**config.mk**
```make
export PLATFORM = sky130hd
export DESIGN_NAME = window_sum_count_flat
export DESIGN_NICKNAME = d
export VERILOG_FILES = /design/src/rtl/window_sum_count_if.sv /design/src/rtl/window_sum_count.sv /design/src/flat_wrapper.sv
export SDC_FILE = /design/constraint.sdc
export NUM_CORES = 1
export LEC_CHECK = 0
export ABC_AREA = 1
export CAP_MARGIN = 20
export CORE_UTILIZATION = 49
export DETAILED_ROUTE_END_ITERATION = 8
export PLACE_DENSITY_LB_ADDON = 0.1
export SLEW_MARGIN = 20
export SYNTH_ARGS = -nofsm -noshare
export SYNTH_HDL_FRONTEND = slang
export SYNTH_SLANG_ARGS = --single-unit
```
**constraint.sdc**
```tcl
create_clock -name clk -period 2.4 [get_ports clk]
set_clock_uncertainty 0.1 [all_clocks]
set_input_delay 0.36 -clock clk [delete_from_list [all_inputs] [get_ports clk]]
set_output_delay 0.36 -clock clk [all_outputs]
set_load 0.02 [all_outputs]
```
**src/rtl/window_sum_count_if.sv**
```systemverilog
// window_sum_count_if
//  Bundles the sample-stream input, the result port and the two control
//  strobes of window_sum_count into one interface.
//  Signals:
//   clr        synchronous abort of the current window and any held result
//   in_valid   sample valid
//   in_data    8-bit unsigned sample
//   in_ready   stage can accept a sample
//   flush      close the current window early
//   out_valid  op1/op2 hold a completed window
//   out_ready  downstream has taken the result
//   op1        16-bit window sum (divider dividend)
//   op2        8-bit window sample count (divider divisor)
//  Modports:
//   master  environment view (drives samples/controls, consumes results)
//   slave   window_sum_count view
interface window_sum_count_if;
  logic        clr;
  logic        in_valid;
  logic [7:0]  in_data;
  logic        in_ready;
  logic        flush;
  logic        out_valid;
  logic        out_ready;
  logic [15:0] op1;
  logic [7:0]  op2;

  modport master (
    output clr, in_valid, in_data, flush, out_ready,
    input  in_ready, out_valid, op1, op2
  );

  modport slave (
    input  clr, in_valid, in_data, flush, out_ready,
    output in_ready, out_valid, op1, op2
  );
endinterface

```
**src/rtl/window_sum_count.sv**
```systemverilog
// window_sum_count
//  Accumulates a window of 8-bit samples into a 16-bit sum and an 8-bit
//  count, then presents (sum, count) as the operand pair of the downstream
//  16/8 saturating divider so it can form a windowed average.
//  A window closes when it reaches MAX_CNT samples, or early on flush
//  (only if it contains at least one sample). The closed result is held
//  stable on op1/op2 until out_ready; no samples are accepted meanwhile.
//  Parameters:
//   MAX_CNT  window length in samples, 1..255
//  Configuration macro:
//   ACCUM_ROUND_EN  when defined, op1 = sum + (count >> 1) at close so the
//                   divider's truncating quotient rounds half-up
//  Ports:
//   clk  clock, rising edge
//   rst  asynchronous reset, active-low
//   bus  window_sum_count_if.slave (sample stream, result port, clr/flush)
module window_sum_count #(
  parameter int MAX_CNT = 255
) (
  input  logic                  clk,
  input  logic                  rst,
  window_sum_count_if.slave     bus
);

  typedef enum logic {
    ACC  = 1'b0,
    HOLD = 1'b1
  } state_t;

  state_t      state;
  state_t      state_next;

  logic [15:0] sum;
  logic [7:0]  cnt;
  logic [15:0] sum_after;
  logic [7:0]  cnt_after;
  logic [15:0] op1_load;
  logic        accept;
  logic        close;

  // in_ready is a pure function of state, so accept can use it directly.
  assign accept    = bus.in_valid & bus.in_ready;
  assign sum_after = sum + (accept ? {8'd0, bus.in_data} : 16'd0);
  assign cnt_after = cnt + {7'd0, accept};

  // A flush only closes a non-empty window; clr suppresses any close.
  assign close = (state == ACC) && !bus.clr &&
                 ((cnt_after == 8'(MAX_CNT)) ||
                  (bus.flush && (cnt_after != 8'd0)));

`ifdef ACCUM_ROUND_EN
  assign op1_load = sum_after + {9'd0, cnt_after[7:1]};
`else
  assign op1_load = sum_after;
`endif

  always_ff @(posedge clk or negedge rst) begin
    if (!rst) state <= ACC;
    else      state <= state_next;
  end

  always_comb begin
    state_next = state;
    if (bus.clr) begin
      state_next = ACC;
    end else begin
      case (state)
        ACC:     if (close)         state_next = HOLD;
        HOLD:    if (bus.out_ready) state_next = ACC;
        default:                    state_next = ACC;
      endcase
    end
  end

  always_comb begin
    bus.in_ready  = 1'b0;
    bus.out_valid = 1'b0;
    case (state)
      ACC:     bus.in_ready  = 1'b1;
      HOLD:    bus.out_valid = 1'b1;
      default: bus.in_ready  = 1'b0;
    endcase
  end

  // op1/op2 only move at a close edge so the divider sees stable operands
  // for the whole hold period; clr deliberately leaves them untouched.
  always_ff @(posedge clk or negedge rst) begin
    if (!rst) begin
      sum     <= 16'd0;
      cnt     <= 8'd0;
      bus.op1 <= 16'd0;
      bus.op2 <= 8'd0;
    end else if (bus.clr) begin
      sum <= 16'd0;
      cnt <= 8'd0;
    end else if (close) begin
      bus.op1 <= op1_load;
      bus.op2 <= cnt_after;
      sum     <= 16'd0;
      cnt     <= 8'd0;
    end else if (accept) begin
      sum <= sum_after;
      cnt <= cnt_after;
    end
  end

endmodule

```
**src/flat_wrapper.sv**
```systemverilog
// flat-port wrapper written by rule: the top's interface ports become plain ports
module window_sum_count_flat 
#(
  parameter int MAX_CNT = 255
)
  (clk, rst, bus_clr, bus_in_valid, bus_in_data, bus_flush, bus_out_ready, bus_in_ready, bus_out_valid, bus_op1, bus_op2);
  window_sum_count_if bus_i ();
  input  logic clk;
  input  logic rst;
  input wire logic [$bits(bus_i.clr)-1:0] bus_clr;
  input wire logic [$bits(bus_i.in_valid)-1:0] bus_in_valid;
  input wire logic [$bits(bus_i.in_data)-1:0] bus_in_data;
  input wire logic [$bits(bus_i.flush)-1:0] bus_flush;
  input wire logic [$bits(bus_i.out_ready)-1:0] bus_out_ready;
  output wire logic [$bits(bus_i.in_ready)-1:0] bus_in_ready;
  output wire logic [$bits(bus_i.out_valid)-1:0] bus_out_valid;
  output wire logic [$bits(bus_i.op1)-1:0] bus_op1;
  output wire logic [$bits(bus_i.op2)-1:0] bus_op2;
  assign bus_i.clr = bus_clr;
  assign bus_i.in_valid = bus_in_valid;
  assign bus_i.in_data = bus_in_data;
  assign bus_i.flush = bus_flush;
  assign bus_i.out_ready = bus_out_ready;
  assign bus_in_ready = bus_i.in_ready;
  assign bus_out_valid = bus_i.out_valid;
  assign bus_op1 = bus_i.op1;
  assign bus_op2 = bus_i.op2;
  window_sum_count #(.MAX_CNT(MAX_CNT)) u_core (.clk(clk), .rst(rst), .bus(bus_i));
endmodule
```
# == Word-level counts from Yosys, hierarchy flattened ==
# Index checks and enable logic that the tools add are counted.
# word_totals
reg_bits,49
output_inout_bits,26
# op_classes
n_addsub,2
n_eq_ne,1
mux,13
n_bitwise,3
n_reduce_logical,8
# ops
cell,n
$mux 16,3
$mux 8,4
$add 16x16->16,1
$add 8x1->8,1
$eq 8x8->1 const B,1
$reduce_bool 8->1,1
$mux 1,5
$logic_and 1x1->1,3
$reduce_bool 3->1,1
$not 1->1,2
$pmux 1 s2,1
$reduce_and 2->1,1
$and 1x1->1,1
$logic_not 1->1,1
$logic_or 1x1->1,1

# == Longest topological paths before layout ==
# Gate-level depths: netlist (run 1).
# depth
word_depth,10
mapped_depth,18
depth_no_buf,16

# == Worst setup path before layout (run 1) ==
# Ideal clock, no wire load.
# synth_timing
kind,register -> register
from,reg u_core.state
to,reg u_core.sum[10]
t_arrival_ps,2422
slack_ps,-238
stages_incl_launch_ff,17
n_path_buf,1
period_less_slack_ps,2638
cell_sequence,dfrtp_1 -> inv_1 -> nand2_1 -> clkbuf_1 -> nor2_1 -> ha_1 -> fa_1 -> nand3_1 -> nand2_1 -> nand4_1 -> nand2_1 -> nand2_1 -> nand2_1 -> nand2_1 -> o21ai_0 -> inv_1 -> nor2_1
# synth_between
elab_chain_cells,9
elab_cells_between_ends,16
# synth_lines
element,line,text
"start, declared",window_sum_count.sv:30,state_t state;
"start signal, assigned",window_sum_count.sv:59,else state <= state_next;
$mux 1 *,window_sum_count.sv:78,case (state)
net bus_in_ready,flat_wrapper.sv:15,output wire logic [$bits(bus_i.in_ready)-1:0] bus_in_ready;
$and 1x1->1 *,window_sum_count.sv:42,assign accept = bus.in_valid & bus.in_ready;
$add 8x1->8,window_sum_count.sv:44,"assign cnt_after = cnt + {7'd0, accept};"
$reduce_bool 8->1,window_sum_count.sv:49,(bus.flush && (cnt_after != 8'd0)));
$logic_and 1x1->1,window_sum_count.sv:49,
$logic_or 1x1->1,window_sum_count.sv:48,((cnt_after == 8'(MAX_CNT)) ||
$logic_and 1x1->1,window_sum_count.sv:47,assign close = (state == ACC) && !bus.clr &&
$mux 16,window_sum_count.sv:96,end else if (close) begin
$mux 16,window_sum_count.sv:93,end else if (bus.clr) begin
"end signal, assigned",window_sum_count.sv:102,sum <= sum_after;
"end, declared",window_sum_count.sv:33,logic [15:0] sum;
# The timed path passes the listed nets; every way through them passes the cells marked *. The select of a mux whose other input is x is not followed.
# A chain may end at the register's enable or synchronous reset.

# == Worst setup path in the final report (run 1) ==
# layout_timing
from,reg u_core.state
to,reg u_core.sum[12]
# layout_between
elab_chain_cells,9
elab_cells_between_ends,16
# layout_lines
element,line
$mux 1,window_sum_count.sv:78
$and 1x1->1,window_sum_count.sv:42
$add 8x1->8,window_sum_count.sv:44
$reduce_bool 8->1,window_sum_count.sv:49
$logic_and 1x1->1,window_sum_count.sv:49
$logic_or 1x1->1,window_sum_count.sv:48
$logic_and 1x1->1,window_sum_count.sv:47
$mux 16,window_sum_count.sv:96
$mux 16,window_sum_count.sv:93
# Parallel ways exist; a longest one is shown, timed or not. The select of a mux whose other input is x is not followed.

==> results of run 1 <==
==> kinds of logic (layout without fill, tap and decap cells) <==
kind of cell / after synthesis / after routing / synth area share
buf+inv: 52 / 130 / 0.0812
compound gates: 35 / 35 / 0.0651
simple gates: 215 / 215 / 0.318
fa+ha+maj: 11 / 11 / 0.0521
xor+xnor: 7 / 7 / 0.0220
mux: 6 / 6 / 0.0215
flops: 49 / 49 / 0.440
==> metrics by stage <==
stage	total power [W]	TNS (ns)	instances	setup slack (ns)
after floorplan	0.00154	0	375	0.000367
after global placement	0.00197	-10.20	510	-0.309
after detailed placement	0.00199	-13.10	510	-0.384
after global routing	0.00272	-0.821	525	-0.0515
after CTS	0.00248	-0.00157	520	-0.00106
final	0.00257	0	525	0.106
==> metal layers <==
metal | up-vias | GRT usage | share of wire
met5 | - | 0 | 0
met3 | 11 | 0.0365 | 0.040
met4 | 0 | 0.0906 | 0.018
li1 | 1337 | - | -
met1 | 1264 | 0.326 | 0.46
met2 | 60 | 0.394 | 0.48
==> critical path, delay by kind of cell (launching register included) <==
family | cells | cell delay (ns)
adders and majority gates | 2 | 0.36
DFF | 1 | 0.43
and+or+nand+nor | 10 | 0.90
buffers and inverters | 2 | 0.24
AOI/OAI and AO/OA | 1 | 0.14
==> cell usage in the layout (no fill, tap or decap), types with 5 or more instances in the layout <==
| cell | instances |
|---|---|
| nand2_2 | 14 |
| nor2_1 | 38 |
| o21ai_1 | 13 |
| nor2_2 | 13 |
| inv_1 | 36 |
| nand3_1 | 30 |
| mux2i_1 | 6 |
| dfrtp_1 | 48 |
| nand2_1 | 101 |
| ha_1 | 6 |
| clkdlybuf4s50_1 | 37 |
| buf_4 | 36 |
| o21ai_0 | 11 |
| clkbuf_8 | 5 |
==> worst paths after layout <==
kind	startpoint	endpoint	slack [ns]	depth (start not counted)
max	u_core.state$_DFF_PN0_	u_core.sum[12]$_DFFE_PN0P_	0.11	15
min in group asynchronous	rst	u_core.bus.op1[15]$_DFFE_PN0P_	0.46	2
min reg2reg	u_core.bus.op1[6]$_DFFE_PN0P_	u_core.bus.op1[6]$_DFFE_PN0P_	0.38	2
max in group asynchronous	rst	u_core.sum[4]$_DFFE_PN0P_	1.11	3
min	u_core.bus.op1[6]$_DFFE_PN0P_	u_core.bus.op1[6]$_DFFE_PN0P_	0.38	2
max reg2reg	u_core.state$_DFF_PN0_	u_core.sum[12]$_DFFE_PN0P_	0.11	15
==> report_power, final <==
part	internal, W	total [W]	switching, W
clock network	0.000207	0.000486	0.000279
logic	0.000482	0.00104	0.000554
registers	0.000961	0.00105	0.0000888
total	0.00165	0.00257	0.000922
==> flip-flops by register name, indices dropped and copies added, names as in the netlist <==
register,cells
u_core.bus.op1,16
u_core.sum,16
u_core.bus.op2,8
u_core.cnt,8
u_core.state,1
==> repair_timing <==
item                                    4_1_cts  5_1_grt
pin swaps                                     1       16
hold endpoints to repair                     21        0
setup buffers                                 1        1
hold buffers                                  1        0
resized for setup                             3       67
gates cloned                                  0        4
endpoints found under the setup margin        8       49
==> final cells by class <==
type | instances | area [µm²] | share of cell area
flip-flops and latches | 49 | 1230 | 0.313
clock inverters | 1 | 7.51 | 0.00191
repair buffers | 83 | 815 | 0.207
well taps | 72 | 90.1 | 0.0229
clock buffers | 7 | 76.3 | 0.0194
inverters | 39 | 149 | 0.0379
multi-input cells | 274 | 1560 | 0.398
==> cell usage after synthesis (2+ instances only) <==
cell and count:
mux2i_1 6, nor2_1 53, o21ai_0 14, ha_1 10, nand4_1 2, nand2_1 116, xor2_1 5, nand2_2 3
dfrtp_1 49, a21oi_1 5, buf_6 2, inv_1 39, nor3_1 2, nand3b_1 3, clkbuf_1 6, xnor2_1 2
buf_4 4, nand3_1 33, o21ai_1 13
==> impl_metrics.yaml, run 1 <==
floorplan:
  die_x_um: 77.4
  die_h_um: 77.4
  fp-row-count: 27
  coreArea_um2: 5510
  die_area_um2: 5990
  io_pins: 40
  initial_utilization: 0.506
global_routing:
  grt_max_degree: 30
  grt_pass1_wl_um: 11400
  grt_overflow: 0
  grt_pass1_vias: 2438
  antenna_found_initial: 0
  grtUsageTotal: 0.242
cells_and_area:
  antenna_cells: 0
  drive_above_1_share: 0.234
  num-fill-cells: 448
  post-route-util: 0.713
  nets: 477
  finish.instance_area_um2: 3930
  syn_to_final_growth_pct: 40.9
detailed_routing:
  postRouteAntennaNets: 0
  drtIter0Drc: 189
  drt_wl_total_um: 7420
  vias_per_cell: 5.09
  wire_per_inst_um: 14.1
  first_pass_iters: 4
  drcViolationCount: 0
  routed-via-count: 2672
clock_network:
  clk_path_buf_depth: 2
  cts.sinks: 49
  clk_pin_slew_worst_paths_ns: 0.08
  cts_made_buffers: 5
  clock_latency_ns: 0.31
  ctsHtreeMaxLevel: 2
  root_buffer: "clkbuf_8"
  cts_tree: "built"
sta:
  worst_slew_pin_slew_ns: 0.575
  hold_viol: 0
  hold_slack_ns: 0.381
  finalCriticalPeriod_ns: 2.29
  setup_violations: 0
  drv_slew: 0
  finalCritPeriodShare: 0.956
  rsz0062_at_grt: "yes"
  relSlewSlack: 0.617
  fmaxAchievable_ghz: 0.436
yosys:
  synth_top_area_cell: "dfrtp_1"
  synthDominantCellAreaShare: 0.440
  synth_ff_type: "dfrtp_1"
  ys_async_sr_fraction: 1.00
  synth_edf_count: 0
  synth_area_per_cell_um2: 7.43
  synthCells: 375
  ys_warn_count: 0
  ys_ff_latch: 49
  ys_types: 27
  syn-cell-area_um2: 2790
  synth_area_leaders: "dfrtp_1 44%, nand2_1 16%, nor2_1 7.1%, nand3_1 5.9%, inv_1 5.3%"
  syn-num-nets: 400
  ys_seq_area_frac: 0.440
worst_setup_path:
  crit_path_frequent_cell: "nand2_2"
  worst-path-max-fanout: 6
  worstPathArrival_ns: 2.40
  cp_cell_sequence: "inv_2 -> nand2_4 -> buf_6 -> nor2_4 -> ha_4 -> fa_2 -> nand3_2 -> nand2_2 -> nand4_1 -> nand2_2 -> nand2_4 -> o21ai_2 -> nand2_2 -> nor2_4 -> nor2_2"
  required_ns: 2.51
  cp-start-kind: "register"
  crit_type: "reg2reg"
  slowest_delay_ns: 0.43
  critPathCaptureType: "register"
  cp_slowest_cell: "dfrtp_2"
place:
  placed_area_um2: 3500
  place.gp.congestion: 0.889
  port_buffers: 39
  hpwl_um: 4900
power_and_ir_drop:
  p_leak_nw: 1.97
  ir_drop_v: 0.000531
  cellPowerDensity_nw_per_um2: 655
outcome:
  status: "complete, no violations"
hold_path:
  min_path_type: "reg2reg"
flow_run:
  cap_violations: 0
No activity file was read; power rests on OpenSTA's default activity.
==> inputs of run 2 (changes only) <==
SETUP_SLACK_MARGIN = 0.5   (was unset)
==> run 2 against run 1 <==
Effect of this change:
- die area unchanged
- sequential share of layout area shrank 2.0 points
- flip-flop and latch count unchanged
- global-route usage up 0.96 points
- clock power is essentially flat
- critical path depth grew 1
- routed wire length increased by 5.9%
- fmax shrank 0.75%
- sequential power about the same
- hold slack improved by 0.0024 ns
- count of clock-buffer cells in the layout stayed put
- combinational power up 9.6%
==> impl_metrics.yaml, run 2 (same netlist as run 1, synthesis figures left out) <==
floorplan:
  io_pins: 40
  initial_utilization: 0.506
  die_x_um: 77.4
  fp-row-count: 27
  die_h_um: 77.4
  die_area_um2: 5990
  coreArea_um2: 5510
worst_setup_path:
  critPathBufInv: 4
  crit_type: "reg2reg"
  critPathTopFamily: "simple AND/OR/NAND/NOR gates"
  r2r-start: "u_core.state$_DFF_PN0_"
  crit_path_frequent_cell: "nand2_4"
  cp_cell_sequence: "inv_4 -> nand2_4 -> inv_6 -> ha_4 -> nand2_4 -> nor2_2 -> nand3b_1 -> nand2_2 -> inv_2 -> nor2_2 -> nand3_2 -> nand2_4 -> nand2_8 -> buf_12 -> nand2_8 -> nor2_1"
  slowest_delay_ns: 0.44
  critPathCaptureType: "register"
  worst-path-max-fanout: 5
  worstPathArrival_ns: 2.41
  cp_slowest_cell: "dfrtp_2"
  critPathLaunch: "u_core.state$_DFF_PN0_"
  required_ns: 2.50
  cp-start-kind: "register"
global_routing:
  grt_max_degree: 24
  grt_pass1_vias: 2590
  grt_pass1_wl_um: 11900
  grtUsageTotal: 0.252
  antenna_found_initial: 0
  grt_overflow: 0
detailed_routing:
  first_pass_iters: 4
  vias_per_cell: 5.19
  wire_per_inst_um: 14.8
  postRouteAntennaNets: 0
  routed-via-count: 2761
  drtIter0Drc: 150
  drt_wl_total_um: 7850
  drcViolationCount: 0
cells_and_area:
  fin_cells: 532
  largest_registers: "u_core.bus.op1 x16, u_core.sum x16"
  nets: 484
  drive_above_1_share: 0.317
  layout_commonest_cell: "nand2_1"
  num-fill-cells: 402
  antenna_cells: 0
  syn_to_final_growth_pct: 50.5
  finish.instance_area_um2: 4200
  mostFrequentLayoutCells: "78 x nand2_1, 48 x dfrtp_1, 37 x buf_4"
outcome:
  status: "complete, no violations"
place:
  pre_cts_ws_ns: -0.257
  port_buffers: 39
  dp_cells: 507
  hpwl_um: 4680
  placed_area_um2: 3560
  place.gp.congestion: 0.857
clock_network:
  root_buffer: "clkbuf_8"
  clk_pin_slew_worst_paths_ns: 0.09
  clock_latency_ns: 0.31
  clk_path_buf_depth: 2
  ctsHtreeMaxLevel: 2
  cts.sinks: 49
  cts_tree: "built"
  cts_made_buffers: 5
flow_run:
  cap_violations: 0
sta:
  worst_slew_pin_slew_ns: 0.801
  rsz0062_at_grt: "yes"
  hold_viol: 0
  drv_slew: 0
  fin_ws_ns: 0.0889
  relSlewSlack: 0.464
  finalCriticalPeriod_ns: 2.31
  fmaxAchievable_ghz: 0.433
  finalCritPeriodShare: 0.963
  setup_violations: 0
hold_path:
  min_path_type: "reg2reg"
  min_from: "u_core.bus.op1[6]$_DFFE_PN0P_"
power_and_ir_drop:
  power_w: 0.00269
  p_leak_nw: 2.09
  cellPowerDensity_nw_per_um2: 641
  ir_drop_v: 0.000534
[run 2: area by class of cell]
type / instances / area [µm²] / share of cell area
Multi-Input combinational cell: 277 / 1780 / 0.424
Sequential cell: 49 / 1230 / 0.293
Timing Repair Buffer: 87 / 863 / 0.206
Inverter: 39 / 154 / 0.0367
Tap cell: 72 / 90.1 / 0.0215
Clock buffer: 7 / 76.3 / 0.0182
Clock inverter: 1 / 7.51 / 0.00179
[run 2: where the power goes]
part / internal, W / switching (W) / leakage (nW)
logic: 0.000532 / 0.000606 / 1.39
registers: 0.000961 / 0.000106 / 0.659
clock network: 0.000207 / 0.000277 / 0.0385
total: 0.00170 / 0.000988 / 2.09
[run 2: worst paths after layout]
kind / end / slack [ns] / cells past startpoint
setup / recovery: u_core.sum[10]$_DFFE_PN0P_ / 0.09 / 16
hold / removal: u_core.bus.op1[6]$_DFFE_PN0P_ / 0.38 / 2
setup reg to reg: u_core.sum[10]$_DFFE_PN0P_ / 0.09 / 16
hold reg to reg: u_core.bus.op1[6]$_DFFE_PN0P_ / 0.38 / 2
max in group asynchronous: u_core.state$_DFF_PN0_ / 1.13 / 3
min in group asynchronous: u_core.sum[9]$_DFFE_PN0P_ / 0.46 / 2
[run 2: what timing repair did]
item,CTS,global route
endpoints found under the setup margin,49,50
pin swaps,10,26
hold endpoints to repair,21,0
gates cloned,2,5
hold buffers,1,0
gates resized for setup,33,61
setup buffers,5,4
[run 2: worst min-delay path, cell delays in order, from the launching register on]
cell	delay (ns)
dfrtp_1	0.36
nand2_1	0.05
nand2_1	0.05
[run 2: per-stage QoR]
stage / TNS (ns) / util / hold slack [ns]
finish: 0 / 0.762 / 0.384
global route: -0.265 / 0.762 / 0.410
CTS: 0 / 0.702 / 0.382
floorplan: 0 / - / -0.0356
detailed placement: -8.57 / 0.647 / 0.268
global placement: -6.92 / 0.647 / 0.264
[run 2: per-layer routing]
metal  vias to the layer above  share of wire  GRT usage
li1                       1355              -          -
met1                      1326           0.45      0.334
met2                        63           0.49      0.421
met3                        17          0.038     0.0459
met4                         0          0.025     0.0698
met5                         -              0          0
==> RTL edit 1: new RTL, settings of run 2 <==
Add a define of `ACCUM_ROUND_EN`.
--- a/src/rtl/window_sum_count.sv
+++ b/src/rtl/window_sum_count.sv
@@ -16,2 +16,4 @@
 //   bus  window_sum_count_if.slave (sample stream, result port, clr/flush)
+`define ACCUM_ROUND_EN
+
 module window_sum_count #(
Formal check against the unedited RTL: not equivalent (Yosys sat finds a counterexample within 4 cycles, from zero or initial values and one cycle with rst low).
==> RTL edit 1 against run 2 <==
  * The run now ends with negative setup slack left
  * Cell count is 41% higher
  * Power grew 30%
  * Non-clock buffer count grew 69
  * Fmax decreased by 32%
  * Setup slack worse by 1.1 ns
  * Die area increased by 24%
  * Final area increased by 37%
  * Area after synthesis increased by 25%
  * Wire length increased by 76%
  * First-iteration DRC count grew to 3.2 times the old value
  * Via count rose by 57%
  * Sequential cell count unchanged
  * Synthesized cell count rose by 33%
  * Critical path type unchanged
  * Largest power group unchanged
  * Highest routed layer unchanged
==> RTL edit 1: results (changes against run 2) <==
final worst slack -> -0.9824 ns (-1.071 ns)
Worst-path clk slew -> 0.10 ns
Hold Path End -> u_core.bus.op1[13]$_DFFE_PN0P_
max cap viols -> 0 (unchanged)
Cell Area, Placed -> 0.004702 mm2 (+32%)
setup_tns -> -24.91 ns (-24.91 ns)
vias -> 4329 (+57%)
Nets -> 688 (+42%)
largest net degree at the start of global routing -> 23 (-4.2%)
sequential fraction of the synthesis area -> 0.3526 (-0.08721)
Final Cell Area -> 0.005767 mm2 (+37%)
Met2 Wirelength -> 6410 um (+67%)
first-pass GRT wire length -> 19040 um (+60%)
vias per inst -> 5.764 (+11%)
static leakage -> 2.840 nW (+36%)
Syn Area/Cell -> 6.968 um2 (-6.3%)
slowest stage delay, CP -> 0.44 ns (about the same)
internal power -> 2.193 mW (+29%)
ys flop type -> dfrtp_1
M2 GR Usage -> 0.5570 (+0.1358)
vias in the first global route -> 3946 (+52%)
Worst Path Arrival -> 3.54 ns (+1.13 ns)
Met1 Routed Length -> 5257 um (+50%)
ant diodes -> 0 (unchanged)
Comb pwr share -> 0.490 (+0.067)
Fillers -> 360 (-10%)
comb pwr -> 1.71 mW (+50%)
CP max FO -> 5 (unchanged)
met3 global-route usage -> 0.04095 (-0.004930)
failing checks -> negative setup slack
Synth top cells by count -> nand2_1, inv_1, dfrtp_1, nand3_1, nor2_1
Clock Latency Late Sink -> 0.31 ns (about the same)
reg2reg path depth -> 23 (+7)
final setup violation count -> 49 (+49)
worst reg2reg path endpoint -> u_core.bus.op1[15]$_DFFE_PN0P_
post-CTS resize count -> 95 (+190%)
DRT iter0 DRCs -> 487 (+220%)
worst hold slack -> 0.3903 ns (+0.006657 ns)
met1 Use GR -> 0.4377 (+0.1039)
layout cells sized above 1 -> 0.3771 (+0.05971)
gr usage total -> 0.3321 (+0.08020)
met3 wire len -> 1305 um (+340%)
hold_sp -> u_core.bus.op1[13]$_DFFE_PN0P_
top cells by area, synth -> dfrtp_1, nand2_1, inv_1, ha_1, nand3_1
max_slew headroom -> 0.5037 (+0.03979)
Power Clock -> 725 uW (+50%)
GP Congestion -> 0.8849 (+3.2%)
post-DP HPWL -> 6922 um (+48%)
worst slack at placement -> -1.196 ns (-0.9394 ns)
async set or reset register ratio after synthesis -> 1.000 (unchanged)
Setup Buffers After CTS -> 19 (+14)
WL/cell -> 18.41 um (+25%)
master of the slowest instance on the critical path -> dfrtp_2
Pre-antenna DRT Iters -> 6 (+2)
placed cells -> 711 (+40%)
run status -> finished with violations
Post-Syn Nets -> 533 (+33%)
Max IR drop VDD -> 0.3033 mV (-43%)
Synth cell types -> 31 (+15%)
==> RTL edit 1: cell types whose count changed after synthesis, sizes merged, moves of 6 or more <==
cell,before,now
nand3,33,43
nand4,2,8
nand2,120,185
mux2i,6,0
ha,10,18
a21oi,5,22
inv,39,65
nor2,54,41
==> RTL edit 1: worst max-delay path by stage <==
stage	endpoint	from	slack (ns)
floorplan	u_core.bus.op1[15]$_DFFE_PN0P_	u_core.state$_DFF_PN0_	-0.82
global placement	u_core.bus.op1[15]$_DFFE_PN0P_	bus_in_valid	-1.10
detailed placement	u_core.bus.op1[15]$_DFFE_PN0P_	bus_in_valid	-1.20
CTS	u_core.bus.op1[15]$_DFFE_PN0P_	u_core.state$_DFF_PN0_	-0.74
global route	u_core.bus.op1[15]$_DFFE_PN0P_	u_core.state$_DFF_PN0_	-1.09
finish	u_core.bus.op1[15]$_DFFE_PN0P_	u_core.state$_DFF_PN0_	-0.98
==> RTL edit 1: tightest hold or removal path, cell delays in order, from the launching register on <==
cell and delay [ns]:
dfrtp_1 0.36, nand2_1 0.05, nand2_1 0.05
==> RTL edit 1: cell families (layout without fill, tap and decap cells) <==
family	count (synthesis)	count (layout)	share of synthesized area
adders and majority gates	20	20	0.07629
DFF	49	49	0.3526
buffers and inverters	77	229	0.09500
and+or+nand+nor	283	287	0.3426
AOI/OAI and AO/OA	56	56	0.09608
xor gates and xnor gates	14	14	0.03743
==> RTL edit 1: cell type report <==
| class | count | share of cell area |
|---|---|---|
| well taps | 96 | 0.02083 |
| multi-input cells | 377 | 0.4456 |
| clock inverters | 3 | 0.01128 |
| clock buffers | 5 | 0.01193 |
| repair buffers | 156 | 0.2547 |
| flip-flops and latches | 49 | 0.2128 |
| inverters | 65 | 0.04274 |
==> RTL edit 2: new RTL, settings of run 2 <==
Made on the original files. Reset style: synchronous (`rst`), changed in 2 clocked blocks. Comments in the files are not updated.
--- a/src/rtl/window_sum_count.sv
+++ b/src/rtl/window_sum_count.sv
@@ -56,3 +56,3 @@
 
-  always_ff @(posedge clk or negedge rst) begin
+  always_ff @(posedge clk) begin
     if (!rst) state <= ACC;
@@ -86,3 +86,3 @@
   // for the whole hold period; clr deliberately leaves them untouched.
-  always_ff @(posedge clk or negedge rst) begin
+  always_ff @(posedge clk) begin
     if (!rst) begin
Behaviour: differs if rst is asserted again (counterexample within 4 cycles, from zero or initial values and one cycle with rst low); with rst held inactive, the same outputs for 4 cycles.
==> RTL edit 2 against run 2 <==
  * Combinational power fell by 45%
  * Wire length rose by 21%
  * Setup slack got worse by 0.049 ns
  * Sequential cell count did not move
  * Core utilization rose by 3.9 points
  * Area after synthesis rose by 5.8%
  * Sequential share of layout area fell by 7.5 points
  * Power fell by 25%
  * Final area rose by 7.7%
  * Fmax fell by 2.1%
  * Critical path type unchanged
  * Highest routed layer unchanged
==> RTL edit 2: results (changes against run 2) <==
Max IR drop VDD -> 0.4154 mV (-22%)
top cells by area, synth -> dfxtp_1, nand2_1, nor2_1, nand3_1, inv_1
Post-Synth Adder-Cell Area -> 0.04919 (-0.002870)
Post-Syn Nets -> 491 (+23%)
Nets -> 583 (+20%)
CP max FO -> 6 (+1)
run status -> finished clean
ys flop type -> dfxtp_1
first-pass GRT wire length -> 13350 um (+12%)
ant diodes -> 0 (unchanged)
H-tree Lvls -> 2 (unchanged)
compound-gate portion of the synthesized area -> 0.09712 (+0.03204)
IO Port Bufs -> 39 (unchanged)
Clock Latency Late Sink -> 0.30 ns
GP Congestion -> 0.9431 (+10%)
worst slew pin tran -> 0.5066 ns (-0.2946 ns)
sequential fraction of the synthesis area -> 0.3325 (-0.1074)
Worst Path Arrival -> 2.50 ns (+0.09 ns)
Synth Warn # -> 0 (unchanged)
worst hold path type -> reg -> reg
Synth cell types -> 30 (+11%)
Pre-antenna DRT Iters -> 5 (+1)
cts bufs inserted -> 5 (unchanged)
WL/cell -> 15.00 um (+1.6%)
slowest stage delay, CP -> 0.39 ns (-0.05 ns)
async set or reset register ratio after synthesis -> 0 (-1.000)
vias -> 3365 (+22%)
Synth top cells by count -> nand2_1, nor2_1, inv_1, dfxtp_1, nand3_1
CP top delay family -> simple AND/OR/NAND/NOR gates
placed cells -> 597 (+18%)
post-synthesis mux area share -> 0 (-0.02154)
Cells after Synth -> 466 (+24%)
vias in the first global route -> 2939 (+13%)
layout cells sized above 1 -> 0.3148 (-0.002543)
Post-Synth XOR/XNOR Area -> 0.02078 (-0.001212)
largest net degree at the start of global routing -> 29 (+21%)
initial antenna violation count -> 0 (unchanged)
static leakage -> 1.938 nW (-7.2%)
Fillers -> 377 (-6.2%)
vias per inst -> 5.333 (+2.8%)
CTS Buffer Depth -> 2 (unchanged)
post-DP HPWL -> 5453 um (+17%)
gr usage total -> 0.2703 (+0.01842)
DRT iter0 DRCs -> 176 (+17%)
master of the slowest instance on the critical path -> dfxtp_4
## RTL edit 2: routing by layer
metal	share of wire	up-vias	track usage
met2	0.52	112	0.4983
met5	0	-	0
met1	0.40	1569	0.3203
li1	-	1665	-
met4	0.020	0	0.07455
met3	0.055	19	0.04114
## RTL edit 2: timing repair
action                     CTS  global route
pin swaps                   25            21
cloned                       3             5
gates resized for setup     55            38
setup endpoints to repair   49            50
buffers inserted            13             5
## RTL edit 2: kinds of logic (layout without fill, tap and decap cells)
logic type	Yosys count	in the layout
simple gates	270	273
flops	49	49
buf+inv	75	165
compound gates	54	54
xor+xnor	7	7
fa+ha+maj	11	11
## RTL edit 2: final timing paths
check	from	to	slack [ns]	cells past startpoint
worst min register to register	u_core.bus.op2[3]$_SDFFE_PN0P_	u_core.bus.op2[3]$_SDFFE_PN0P_	0.38	2
worst min-delay path	u_core.bus.op2[3]$_SDFFE_PN0P_	u_core.bus.op2[3]$_SDFFE_PN0P_	0.38	2
worst max register to register	u_core.state$_SDFF_PP0_	u_core.sum[6]$_SDFFE_PP0N_	0.04	16
worst max-delay path	u_core.state$_SDFF_PP0_	u_core.sum[6]$_SDFFE_PP0N_	0.04	16
## RTL edit 2: layout make-up
| cell class | count | share of cell area |
|---|---|---|
| multi-input cells | 345 | 0.4673 |
| repair buffers | 100 | 0.2256 |
| flip-flops and latches | 49 | 0.2179 |
| inverters | 57 | 0.04956 |
| well taps | 72 | 0.01993 |
| clock buffers | 5 | 0.01523 |
| clock inverters | 3 | 0.004430 |
## RTL edit 2: tightest hold or removal path: cells and delay by family, from the launching register on
family / cells / cell delay (ns)
DFF: 1 / 0.34
AOI/OAI and AO/OA: 1 / 0.04
and+or+nand+nor: 1 / 0.07
## RTL edit 2: report_power, final
part | switching, mW | internal (mW) | leakage (nW)
Sequential | 0.0290 | 0.848 | 0.399
Clock | 0.301 | 0.209 | 0.0489
Combinational | 0.331 | 0.300 | 1.49
Total | 0.662 | 1.36 | 1.94
## RTL edit 2: stage by stage
stage | TNS [ns] | power, mW | area [um2] | hold WS [ns] | setup slack, ns
6_report | 0 | 2.018 | 4519 | 0.3837 | 0.04030
5_1_grt | -0.6063 | 2.111 | 4519 | 0.4129 | -0.05531
4_1_cts | 0 | 1.927 | 4220 | 0.3760 | 0.1699
3_5_place_dp | -19.69 | 1.350 | 3792 | 0.3597 | -0.4477
3_3_place_gp | -16.13 | 1.343 | 3792 | 0.3394 | -0.3605
2_1_floorplan | 0 | 1.182 | 3143 | 0.3807 | 0.05827
